===== src/rtl/uart_pkg.sv =====
// Shared types and timing helper for the UART memory dump block.
// State enums for the word controller and the byte serialiser, plus the bit-period calculation.
package uart_pkg;

  typedef enum logic [2:0] {
    IDLE,
    FETCH,
    LOAD,
    SEND,
    FINISH
  } ctrl_state_t;

  typedef enum logic [1:0] {
    TX_IDLE,
    TX_START,
    TX_DATA,
    TX_STOP
  } tx_state_t;

  function automatic int clks_per_bit(input int clk_freq, input int baud);
    return clk_freq / baud;
  endfunction

endpackage


===== src/rtl/uart_tx_byte.sv =====
// 8N1 byte serialiser: a byte accepted on valid&&ready drives its start bit on the next cycle.
// ready is high when idle and in the final cycle of a stop bit, so frames can run back-to-back.
module uart_tx_byte
  import uart_pkg::*;
#(
  parameter int CLKS_PER_BIT = 868
) (
  input  logic       clk,
  input  logic       rst_n,
  input  logic       valid,
  input  logic [7:0] data,
  output logic       ready,
  output logic       tx
);

  localparam int CW = (CLKS_PER_BIT > 1) ? $clog2(CLKS_PER_BIT) : 1;
  localparam logic [CW-1:0] LAST = CW'(CLKS_PER_BIT - 1);

  tx_state_t      state_q, state_d;
  logic [CW-1:0]  cnt_q, cnt_d;
  logic [2:0]     bit_q, bit_d;
  logic [7:0]     shift_q, shift_d;
  logic           tx_q, tx_d;
  logic           bit_end;

  assign bit_end = (cnt_q == LAST);
  assign tx      = tx_q;

  always_comb begin
    state_d = state_q;
    cnt_d   = cnt_q + CW'(1);
    bit_d   = bit_q;
    shift_d = shift_q;
    tx_d    = tx_q;
    ready   = 1'b0;
    case (state_q)
      TX_IDLE: begin
        cnt_d = '0;
        tx_d  = 1'b1;
        ready = 1'b1;
      end
      TX_START: begin
        if (bit_end) begin
          state_d = TX_DATA;
          cnt_d   = '0;
          bit_d   = 3'd0;
          tx_d    = shift_q[0];
        end
      end
      TX_DATA: begin
        if (bit_end) begin
          cnt_d = '0;
          if (bit_q == 3'd7) begin
            state_d = TX_STOP;
            tx_d    = 1'b1;
          end else begin
            bit_d   = bit_q + 3'd1;
            shift_d = {1'b0, shift_q[7:1]};
            tx_d    = shift_q[1];
          end
        end
      end
      TX_STOP: begin
        if (bit_end) begin
          ready   = 1'b1;
          state_d = TX_IDLE;
          cnt_d   = '0;
        end
      end
      default: state_d = TX_IDLE;
    endcase
    // A new byte overrides the idle/stop transition so no idle cycle is inserted.
    if (valid && ready) begin
      state_d = TX_START;
      cnt_d   = '0;
      shift_d = data;
      tx_d    = 1'b0;
    end
  end

  always_ff @(posedge clk or negedge rst_n) begin
    if (!rst_n) begin
      state_q <= TX_IDLE;
      cnt_q   <= '0;
      bit_q   <= '0;
      shift_q <= '0;
      tx_q    <= 1'b1;
    end else begin
      state_q <= state_d;
      cnt_q   <= cnt_d;
      bit_q   <= bit_d;
      shift_q <= shift_d;
      tx_q    <= tx_d;
    end
  end

endmodule


===== src/rtl/uart_mem_dump.sv =====
// Streams word_cnt words from a synchronous RAM out of a UART, little-endian, 8N1, no inter-frame gaps.
// First start bit 3 cycles after start is accepted; the next word is prefetched during the previous word's last stop bit.
module uart_mem_dump
  import uart_pkg::*;
#(
  parameter int CLK_FREQ = 100_000_000,
  parameter int BAUD     = 115200
) (
  input  logic        clk,
  input  logic        rst_n,
  input  logic        start,
  input  logic [13:0] base_addr,
  input  logic [14:0] word_cnt,
  output logic [13:0] mem_addr,
  input  logic [31:0] mem_data,
  output logic        tx,
  output logic        busy,
  output logic        done
);

  localparam int CPB  = clks_per_bit(CLK_FREQ, BAUD);
  localparam int FC_W = $clog2(10 * CPB) + 1;
  // Last cycle before the stop bit of the byte just handed to the serialiser.
  localparam logic [FC_W-1:0] FETCH_AT = FC_W'(9 * CPB - 1);

  ctrl_state_t     state_q, state_d;
  logic [13:0]     mem_addr_q, mem_addr_d;
  logic [14:0]     words_left_q, words_left_d;
  logic [31:0]     shadow_q, shadow_d;
  logic [1:0]      byte_idx_q, byte_idx_d;
  logic            pend_q, pend_d;
  logic [FC_W-1:0] fc_q, fc_d;

  logic            tx_valid;
  logic            tx_ready;
  logic            tx_accept;
  logic [7:0]      tx_data;

  assign tx_valid  = (state_q == SEND) && pend_q;
  assign tx_accept = tx_valid && tx_ready;
  assign tx_data   = shadow_q[{byte_idx_q, 3'b000} +: 8];

  assign mem_addr  = mem_addr_q;
  assign busy      = (state_q != IDLE) && (state_q != FINISH);
  assign done      = (state_q == FINISH);

  always_comb begin
    state_d      = state_q;
    mem_addr_d   = mem_addr_q;
    words_left_d = words_left_q;
    shadow_d     = shadow_q;
    byte_idx_d   = byte_idx_q;
    pend_d       = pend_q;
    fc_d         = fc_q + FC_W'(1);
    case (state_q)
      IDLE: begin
        if (start) begin
          state_d      = FETCH;
          mem_addr_d   = base_addr;
          words_left_d = word_cnt;
        end
      end
      FETCH: state_d = (words_left_q == '0) ? FINISH : LOAD;
      LOAD: begin
        // The serialiser already holds the previous byte 3, so the register is free to reload.
        shadow_d     = mem_data;
        byte_idx_d   = 2'd0;
        pend_d       = 1'b1;
        words_left_d = words_left_q - 15'd1;
        state_d      = SEND;
      end
      SEND: begin
        if (tx_accept) begin
          fc_d = '0;
          if (byte_idx_q == 2'd3) begin
            pend_d = 1'b0;
          end else begin
            byte_idx_d = byte_idx_q + 2'd1;
          end
        end else if (!pend_q) begin
          if (words_left_q == '0) begin
            if (tx_ready) begin
              state_d = FINISH;
            end
          end else if (fc_q == FETCH_AT) begin
            state_d    = FETCH;
            mem_addr_d = mem_addr_q + 14'd1;
          end
        end
      end
      FINISH:  state_d = IDLE;
      default: state_d = IDLE;
    endcase
  end

  always_ff @(posedge clk or negedge rst_n) begin
    if (!rst_n) begin
      state_q      <= IDLE;
      mem_addr_q   <= '0;
      words_left_q <= '0;
      shadow_q     <= '0;
      byte_idx_q   <= '0;
      pend_q       <= 1'b0;
      fc_q         <= '0;
    end else begin
      state_q      <= state_d;
      mem_addr_q   <= mem_addr_d;
      words_left_q <= words_left_d;
      shadow_q     <= shadow_d;
      byte_idx_q   <= byte_idx_d;
      pend_q       <= pend_d;
      fc_q         <= fc_d;
    end
  end

  uart_tx_byte #(
    .CLKS_PER_BIT(CPB)
  ) u_tx (
    .clk  (clk),
    .rst_n(rst_n),
    .valid(tx_valid),
    .data (tx_data),
    .ready(tx_ready),
    .tx   (tx)
  );

endmodule


===== config.mk =====
export PLATFORM = sky130hd
export DESIGN_NAME = uart_mem_dump
export DESIGN_NICKNAME = d
export VERILOG_FILES = /design/src/rtl/uart_pkg.sv /design/src/rtl/uart_tx_byte.sv /design/src/rtl/uart_mem_dump.sv
export SDC_FILE = /design/constraint.sdc
export NUM_CORES = 1
export LEC_CHECK = 0
export ABC_CLOCK_PERIOD_IN_PS = 2300
export CAP_MARGIN = 25
export CORE_MARGIN = 2
export CORE_UTILIZATION = 55
export DETAILED_ROUTE_END_ITERATION = 7
export PLACE_DENSITY = 0.81
export RECOVER_POWER = 100
export SETUP_SLACK_MARGIN = 0.2
export SLEW_MARGIN = 20
export SYNTH_ARGS = -nofsm -noshare
export SYNTH_HDL_FRONTEND = slang
export SYNTH_SLANG_ARGS = --single-unit

===== constraint.sdc =====
create_clock -name clk -period 2.3 [get_ports clk]
set_clock_uncertainty 0.15 [all_clocks]
set_input_delay 0.345 -clock clk [delete_from_list [all_inputs] [get_ports clk]]
set_output_delay 0.345 -clock clk [all_outputs]
set_load 0.1 [all_outputs]

==> results by stage, run 1 <==
Outcome:
- The flow ran to the end, and the final reports show no timing, DRC or antenna violations.

Cells and area:
- The number of antenna diodes is 0.
- The area added between synthesis and finish is 24.82%.
- The final-stage net count is 760.
- Summing all non-filler instances in the final layout gives an area of 6928 sq um.
- The ratio of cells with drive above 1 in the final layout is 0.1735.

Placed design:
- Timing analysis after detailed placement gives a worst setup slack of 0.01704 ns.
- The instance area at placement is 6539 sq um.
- The count of buffers added on input and output ports is 80.
- The post-DP HPWL is 8.887 mm.
- Routability-driven placement finished with a final weighted congestion of 0.8779.

Logic synthesis:
- The number of flops mapped to enable cells by yosys is 0.
- Ranked by total cell area, the synthesized netlist is headed by dfrtp_1 47%, nand2_1 9.3%, mux4_2 3.2%.
- The most frequent cell after synthesis is nand2_1.
- The flip-flop cell with the highest count after synthesis is dfrtp_1.
- Synthesis produced a netlist with a net count of 666.
- The post-synthesis instance area is 5550 sq um.
- The dominant cell type by area after synthesis is dfrtp_1.
- The number of distinct standard cells referenced by the synthesized netlist is 66.
- After synthesis the netlist holds a flip-flop and latch count of 106.
- After synthesis, the share of flip-flops with an asynchronous set or reset is 1.000.
- Yosys printed 0 warnings.
- Counting instances in the post-synthesis netlist gives the leading cell types as 138 x nand2_1, 105 x dfrtp_1, 41 x nor2_1.
- The share of synthesized area in the top cell type comes to 0.4734.
- The sequential fraction of the synthesis area is 0.4781.
- The synthesized instance count is 588.
- The average instance in the mapped netlist occupies 9.439 sq um.

GRT:
- Across every metal layer, demand over resource in global routing totals 0.2403.
- The number of global-route vias before repair is 4,645.
- The maximum number of pins on one net before global-route repair is 52.
- The wire length of the first global-routing pass is 21.54 mm.
- The global-route congestion overflow total is 0.
- The number of antenna violations at the first check in global routing came to 0.

Clock network:
- TritonCTS built the clock tree.
- The number of buffers created by CTS is 9.
- The clock latency at the later pin of the worst-skew pair is 0.38 ns.
- The tree built by TritonCTS fans out to 106 sinks.
- The H-tree was split into 3 levels.
- After clock tree synthesis, the clock-pin slew on the worst setup and hold paths is 0.10 ns.
- The maximum clock path buffer count is 2.
- The tree is rooted in a clkbuf_8.

Drt:
- After detailed routing, the total wire length is 13.19 mm.
- The overall via count from detail_route is 4,803.
- The vias per cell is 5.864.
- After detailed routing, the average wire length per cell comes to 16.11 um.
- The count of nets left with antenna violations once routing finished came out at 0.
- The number of DRC markers after the initial detailed-route iteration is 272.
- The first-pass detailed-route iteration total is 5.
- The post-detailed-route DRC marker count is 0.

Run:
- Across the run, the number of max-cap violations was 0.

Die:
- The total area inside the core boundary comes to 9774 sq um.
- The initial utilization of the core area, before any placement, comes to 0.5678.
- The standard-cell row count is 36.
- 81 I/O pins were placed.
- The overall die height is 104.5 um.
- The die is 104.5 um wide.
- The area enclosed by the die boundary is 10,910 sq um.

Timing:
- For the pin with the worst max-slew slack, the measured transition is 0.7252 ns.
- The final-report hold violation count is 0.
- The worst pin sits at a relative slew slack of 0.5166.
- The achievable frequency is 0.4575 GHz.
- The aggregate negative setup slack is 0 ns.
- The max-slew violation total from the final report is 0.
- Setup repair after global routing could not meet its margin everywhere.
- The final worst slack is 0.1143 ns.
- Setup violations remaining at the end of the flow were counted as 0.
- The clock period minus worst slack is 2.186 ns.
- Of the available clock period, the critical path in the final layout requires 0.9503.

Setup path:
- In this design, the stage delay of the slowest critical-path cell is 0.45 ns.
- Of all nets on the critical path, the largest fanout is 3.
- STA puts the critical path data arrival time at 2.29 ns.
- The launch instance of the worst register-to-register path is words_left_q[1]$_DFFE_PN0P_.
- The number of cells on the worst reg-to-reg path is 8.
- Across all register-to-register paths, the minimum setup slack is 0.11 ns.
- STA classifies the critical path endpoint as a flip-flop.
- The worst setup path is launched from a flip-flop.
- The data required time at the worst endpoint is 2.41 ns.
- The signal on the critical path passes through inv_2 > ha_4 > nor4b_4 > clkbuf_1 > nand4_4 > or3_4 > a211oi_4 > nor3_2.
- For this design, the slowest cell found on the critical path is or3_4.
- The setup path with the least slack is of type flip-flop to flip-flop.
- The endpoint identified for the worst register-to-register timing path is state_q[1]$_DFFE_PN0P_.

Min path:
- The worst hold path terminates at shadow_q[29]$_DFFE_PN0P_.
- The source of the worst hold timing path is shadow_q[29]$_DFFE_PN0P_.
- The path class of the tightest hold or removal check is flip-flop to flip-flop.
- The worst hold path was traced through 2 stages.

Power:
- Dividing total power by cell area gives a power density of 492.4 nW/um^2.
- The leakage power is 2.972 nW.
- The maximum resistive drop on vdd is 439.0 uV.
==> how the worst max path moves through the flow <==
stage,from,to,slack (ns),cells after the start
after floorplan,mem_addr[10]$_DFFE_PN0P_,mem_addr[13]$_DFFE_PN0P_,0.21,5
after global placement,u_tx.cnt_q[0]$_DFF_PN0_,byte_idx_q[0]$_DFFE_PN0P_,0.18,6
after detailed placement,words_left_q[0]$_DFFE_PN0P_,words_left_q[14]$_DFFE_PN0P_,0.02,8
after CTS,words_left_q[0]$_DFFE_PN0P_,words_left_q[14]$_DFFE_PN0P_,0.17,8
after global routing,words_left_q[0]$_DFFE_PN0P_,state_q[1]$_DFFE_PN0P_,0.06,8
final,words_left_q[1]$_DFFE_PN0P_,state_q[1]$_DFFE_PN0P_,0.11,8
==> what timing repair did <==
| action | in CTS | in global routing |
|---|---|---|
| endpoints found under the hold margin | 26 | 0 |
| hold buffers | 1 | 0 |
| setup endpoints to repair | 13 | 52 |
| resized for setup | 11 | 32 |
| pin swaps | 3 | 8 |
| setup buffers | 5 | 9 |
| cloned | 0 | 1 |
==> routing by layer <==
metal  routed length (um)  share of wire  track usage  vias to the layer above
met2                 6684           0.51       0.3992                      136
met5                    0              0            0                        -
li1                     -              -            -                     2277
met1                 5635           0.43       0.3147                     2362
met4                  246          0.019      0.06467                        0
met3                  628          0.048      0.05952                       28
==> layout by cell type, fill, tap and decap left out, drive strengths merged, types with 5 or more instances in the layout <==
cell type,synthesis,layout
nand2,138,138
dfrtp,105,105
clkdlybuf4s50,0,62
nor2,43,43
clkbuf,17,40
o21ai,27,27
a21oi,27,27
nand3,26,26
buf,15,24
nand4,16,16
ha,14,14
and3,12,12
xor2,12,12
inv,9,10
nor3,10,10
xnor2,9,9
mux4,8,8
o211ai,7,7
mux2i,7,7
a2bb2oi,7,7
o311ai,7,7
o22ai,6,6
and4,5,5
or3,5,5
==> kinds of logic after synthesis <==
group / after synthesis / share of synthesized area
buffers and inverters: 41 / 0.03224
and+or+nand+nor: 279 / 0.2421
adders and majority gates: 14 / 0.03156
AOI/OAI and AO/OA: 112 / 0.1377
DFF: 106 / 0.4781
xor gates and xnor gates: 21 / 0.03314
muxes: 15 / 0.04509
==> worst max-delay path: cells and delay by family, from the launching register on <==
family	cells	cell delay [ns]
AO/OA/AOI/OAI	1	0.21
buffers and inverters	2	0.29
AND/OR/NAND/NOR	4	0.87
adder cells (fa/ha/maj)	1	0.14
flip-flops	1	0.41
==> area by class of cell <==
| class | instances | area (sq um) |
|---|---|---|
| clock inverters | 3 | 47.55 |
| fillers | 746 | 2846 |
| well taps | 133 | 166.4 |
| multi-input cells | 441 | 2872 |
| inverters | 9 | 33.78 |
| flip-flops and latches | 106 | 2669 |
| clock buffers | 12 | 145.1 |
| repair buffers | 115 | 994.7 |
==> flip-flops by register name, summed over array words and instances, names as in the netlist <==
register,flops
u_tx.tx,1
words_left_q,15
shadow_q,32
u_tx.cnt_q,10
u_tx.state_q,2
mem_addr,14
byte_idx_q,2
u_tx.shift_q,8
fc_q,15
pend_q,1
state_q,3
u_tx.bit_q,3
==> report_power, final <==
group / switching (mW) / total, mW / internal [mW]
Sequential: 0.0376 / 1.95 / 1.91
Combinational: 0.166 / 0.310 / 0.144
Clock: 0.615 / 1.15 / 0.535
==> through the flow <==
stage | power (mW) | util | hold slack (ns) | cells
global placement | 2.297 | 0.6690 | 0.1457 | 788
CTS | 3.450 | 0.6997 | 0.2789 | 809
floorplan | 2.113 | - | -0.1006 | 588
global route | 3.544 | 0.7088 | 0.3233 | 819
detailed placement | 2.306 | 0.6690 | 0.1477 | 788
finish | 3.411 | 0.7088 | 0.3328 | 819
(Power assumes the default switching activity.)
==> inputs of run 2 (changes only) <==
--- a/config.mk
+++ b/config.mk
@@ -6,7 +6,7 @@
 export NUM_CORES = 1
 export LEC_CHECK = 0
 export ABC_CLOCK_PERIOD_IN_PS = 2300
-export CAP_MARGIN = 25
+export CAP_MARGIN = 20
 export CORE_MARGIN = 2
 export CORE_UTILIZATION = 55
 export DETAILED_ROUTE_END_ITERATION = 7
==> results of run 2 <==
The final DEF is identical to that of run 1; final timing and power are the same.
==> inputs of run 3 (changes only) <==
--- a/config.mk
+++ b/config.mk
@@ -17,3 +17,4 @@
 export SYNTH_ARGS = -nofsm -noshare
 export SYNTH_HDL_FRONTEND = slang
 export SYNTH_SLANG_ARGS = --single-unit
+export TNS_END_PERCENT = 5
==> results by stage, run 3 (same netlist as run 1, synthesis figures left out) <==
Outcome:
- The run finished with clean final reports.

Clock network:
- TritonCTS built the clock tree.
- The number of sinks on the clock net is 106 (unchanged).
- The level count of the clock H-tree was 3 (unchanged).
- The clock root buffer is clkbuf_8.
- The clock-pin slew on the worst setup and hold paths is 0.12 ns (+0.02 ns).
- The number of buffers created by CTS was 9 (unchanged).
- The clock latency at the later pin of the worst-skew pair came to 0.39 ns (about the same).
- The maximum clock path buffer count came to 2 (unchanged).

Drt:
- The wire length per cell came to 15.59 um (-3.2%).
- The post-detailed-routing wire length is 12.66 mm (-4.1%).
- The vias per cell is 5.835 (-0.50%).
- The post-detailed-route count of antenna-violating nets was 0 (unchanged).
- The first-pass detailed-route iteration total is 5 (unchanged).
- The post-detailed-route DRC marker count is 0 (unchanged).
- The overall via count from detail_route was 4,738 (-1.4%).
- The number of DRC markers after the initial detailed-route iteration is 288 (+5.9%).

Setup path:
- The capture point of the worst path is words_left_q[14]$_DFFE_PN0P_.
- The worst setup path is of the flip-flop to flip-flop kind.
- The cell family contributing the most delay on the critical path is simple AND/OR/NAND/NOR gates.
- The peak per-stage delay on the critical path is 0.41 ns (-0.04 ns).
- The critical path data arrival time was 2.32 ns (+0.03 ns).
- The number of cells on the worst reg-to-reg path is 8 (unchanged).
- The register-to-register setup slack is 0.15 ns (+0.04 ns).
- The slowest cell on the critical path is dfrtp_1.
- The critical path goes through inv_2 > ha_4 > nor4b_4 > clkbuf_1 > nand3_2 > o31a_1 > or3_1 > a21oi_2.
- The worst setup path is launched from a flip-flop.
- In this run the critical register-to-register path is captured at words_left_q[14]$_DFFE_PN0P_.
- STA classifies the critical path endpoint as a flip-flop.
- The beginning of the critical path is words_left_q[0]$_DFFE_PN0P_.
- The data required time at the worst endpoint is 2.47 ns (+0.06 ns).
- The critical path depth was 8 (unchanged).
- The count of buffer and inverter cells on the critical path came to 2 (unchanged).
- The critical-path maximum fanout is 4 (+1).
- The worst register-to-register path begins at words_left_q[0]$_DFFE_PN0P_.

Power:
- The clock network fraction of design power is 0.349 (+0.012).
- The share of total power consumed by net switching is 0.2568 (+0.01670).
- The cell area power density is 508.1 nW/um^2 (+3.2%).
- The maximum resistive drop on vdd is 554.7 uV (+26%).
- The internal cell power is 2.580 mW (-0.47%).
- The share of total power in combinational logic is 0.090 (about the same).
- The total net switching power is 0.8914 mW (+8.8%).
- The sum of internal, switching and leakage power came to 3.472 mW (+1.8%).
- The leakage power is 2.945 nW (-0.90%).
- The sequential share of power is 0.562 (-0.010).

GRT:
- The number of antenna violations at the first check in global routing was 0 (unchanged).
- The total global routing track utilization is 0.2387 (-0.001573).
- The global-route congestion overflow total is 0 (unchanged).
- The maximum number of pins on one net before global-route repair is 49 (-5.8%).
- The wire length of the first global-routing pass is 21.23 mm (-1.4%).
- The number of global-route vias before repair was 4,532 (-2.4%).

Cells and area:
- The ratio of cells with drive above 1 in the final layout is 0.1502 (-0.02325).
- The number of flip-flops in the largest register is 32 (unchanged).
- The most common library cell in the layout ignoring fill and taps is nand2_1.
- In the layout the commonest cells are 138 x nand2_1, 102 x dfrtp_1, 62 x clkdlybuf4s50_1.
- The final core utilization is 0.6991 (-0.009728).
- The largest registers in the layout are shadow_q: 32 flops, fc_q: 15 flops, words_left_q: 15 flops.
- Relative to the synthesized area, the layout overhead comes to 23.11%.
- The register with the most flip-flops is shadow_q.
- The number of filler instances in the final layout is 755 (+1.2%).
- The number of antenna diodes is 0 (unchanged).
- The final-stage net count is 752 (-1.1%).

Min path:
- The source of the worst hold timing path is mem_data[23].
- The type of the tightest min-delay check is input port to flip-flop.

Die:
- The overall die height came to 104.5 um (unchanged).
- The area of the core region is 9774 sq um (unchanged).
- The starting density of the core came to 0.5678 (unchanged).
- The die extent in x came to 104.5 um (unchanged).
- The count of boundary I/O pins is 81 (unchanged).
- The standard-cell row count was 36 (unchanged).
- The area enclosed by the die boundary is 10,910 sq um (unchanged).

Timing:
- The max-slew violation total from the final report was 0 (unchanged).
- The slew at the pin closest to its max-slew limit is 1.052 ns (+0.3266 ns).
- The final period utilization was 0.9349 (-0.01545).
- The achievable frequency is 0.4651 GHz (+1.7%).
- The relative slew slack is 0.2988 (-0.2177).
- The final-report setup violation count is 0 (unchanged).
- Setup repair after global routing could not meet its margin everywhere.
- The clock period minus worst slack is 2.150 ns (-0.03553 ns).
- The final-report hold violation count is 0 (unchanged).
- The aggregate negative setup slack is 0 ns (unchanged).

Placed design:
- The post-DP HPWL is 8.699 mm (-2.1%).
- The number of port buffers is 80 (unchanged).
- The final RePlAce weighted congestion is 0.8363 (-4.7%).

Run:
- The number of max-capacitance violations reported is 0 (unchanged).
run 3: cell count changes in the layout (fill, tap and decap cells not counted), sizes merged:
cell,change
clkinvlp,+2
inv,+3
buf,-2
clkinv,-1
clkbuf,-9
run 3: repair_timing:
action	4_1_cts	5_1_grt
hold buffers	1	0
setup endpoints to repair	10	53
resized for setup	11	12
pin swaps	1	5
endpoints found under the hold margin	39	0
gates cloned	0	0
buffers inserted	3	6
run 3: layer usage:
metal  vias to the layer above  share of wire  global-route usage
li1                       2268              -                   -
met2                       100           0.52              0.4071
met3                        10          0.040             0.05075
met1                      2360           0.43              0.3161
met5                         -              0                   0
met4                         0         0.0088             0.04826
run 3: through the flow:
step	hold slack, ns	instance area, sq um	worst slack [ns]	std cells
finish	0.3130	6833	0.1498	812
global route	0.3090	6833	0.06974	812
global placement	0.2120	6529	0.1978	786
detailed placement	0.2209	6529	0.1011	786
CTS	0.3048	6830	0.1758	806
floorplan	-0.1006	5562	0.1416	588
run 3: worst min path at each step:
stage,slack [ns],end,depth (start not counted)
detailed placement,0.22,u_tx.cnt_q[6]$_DFF_PN0_,1
finish,0.31,shadow_q[23]$_DFFE_PN0P_,3
global route,0.31,shadow_q[22]$_DFFE_PN0P_,3
global placement,0.21,u_tx.cnt_q[6]$_DFF_PN0_,1
floorplan,-0.10,byte_idx_q[0]$_DFFE_PN0P_,0
CTS,0.30,shadow_q[23]$_DFFE_PN0P_,3
run 3: cell type report:
type	instances	area [sq um]	area share
clock buffers	9	123.9	0.01813
clock inverters	7	82.58	0.01209
inverters	9	33.78	0.004944
multi-input cells	441	2814	0.4118
flip-flops and latches	106	2658	0.3889
well taps	133	166.4	0.02435
repair buffers	107	954.7	0.1397
run 3: power by group through the flow:
stage	clock (mW)	sequential, mW	combinational, mW
floorplan	0	2.05	0.0604
detailed placement	0	1.99	0.318
finish	1.21	1.95	0.311
global route	1.30	1.96	0.338
CTS	1.23	1.95	0.324
global placement	0	1.98	0.312
run 3: tightest hold or removal path, delay by kind of cell:
kind,cells,cell delay (ns)
buffers and inverters,1,0.39
AND/OR/NAND/NOR,2,0.09
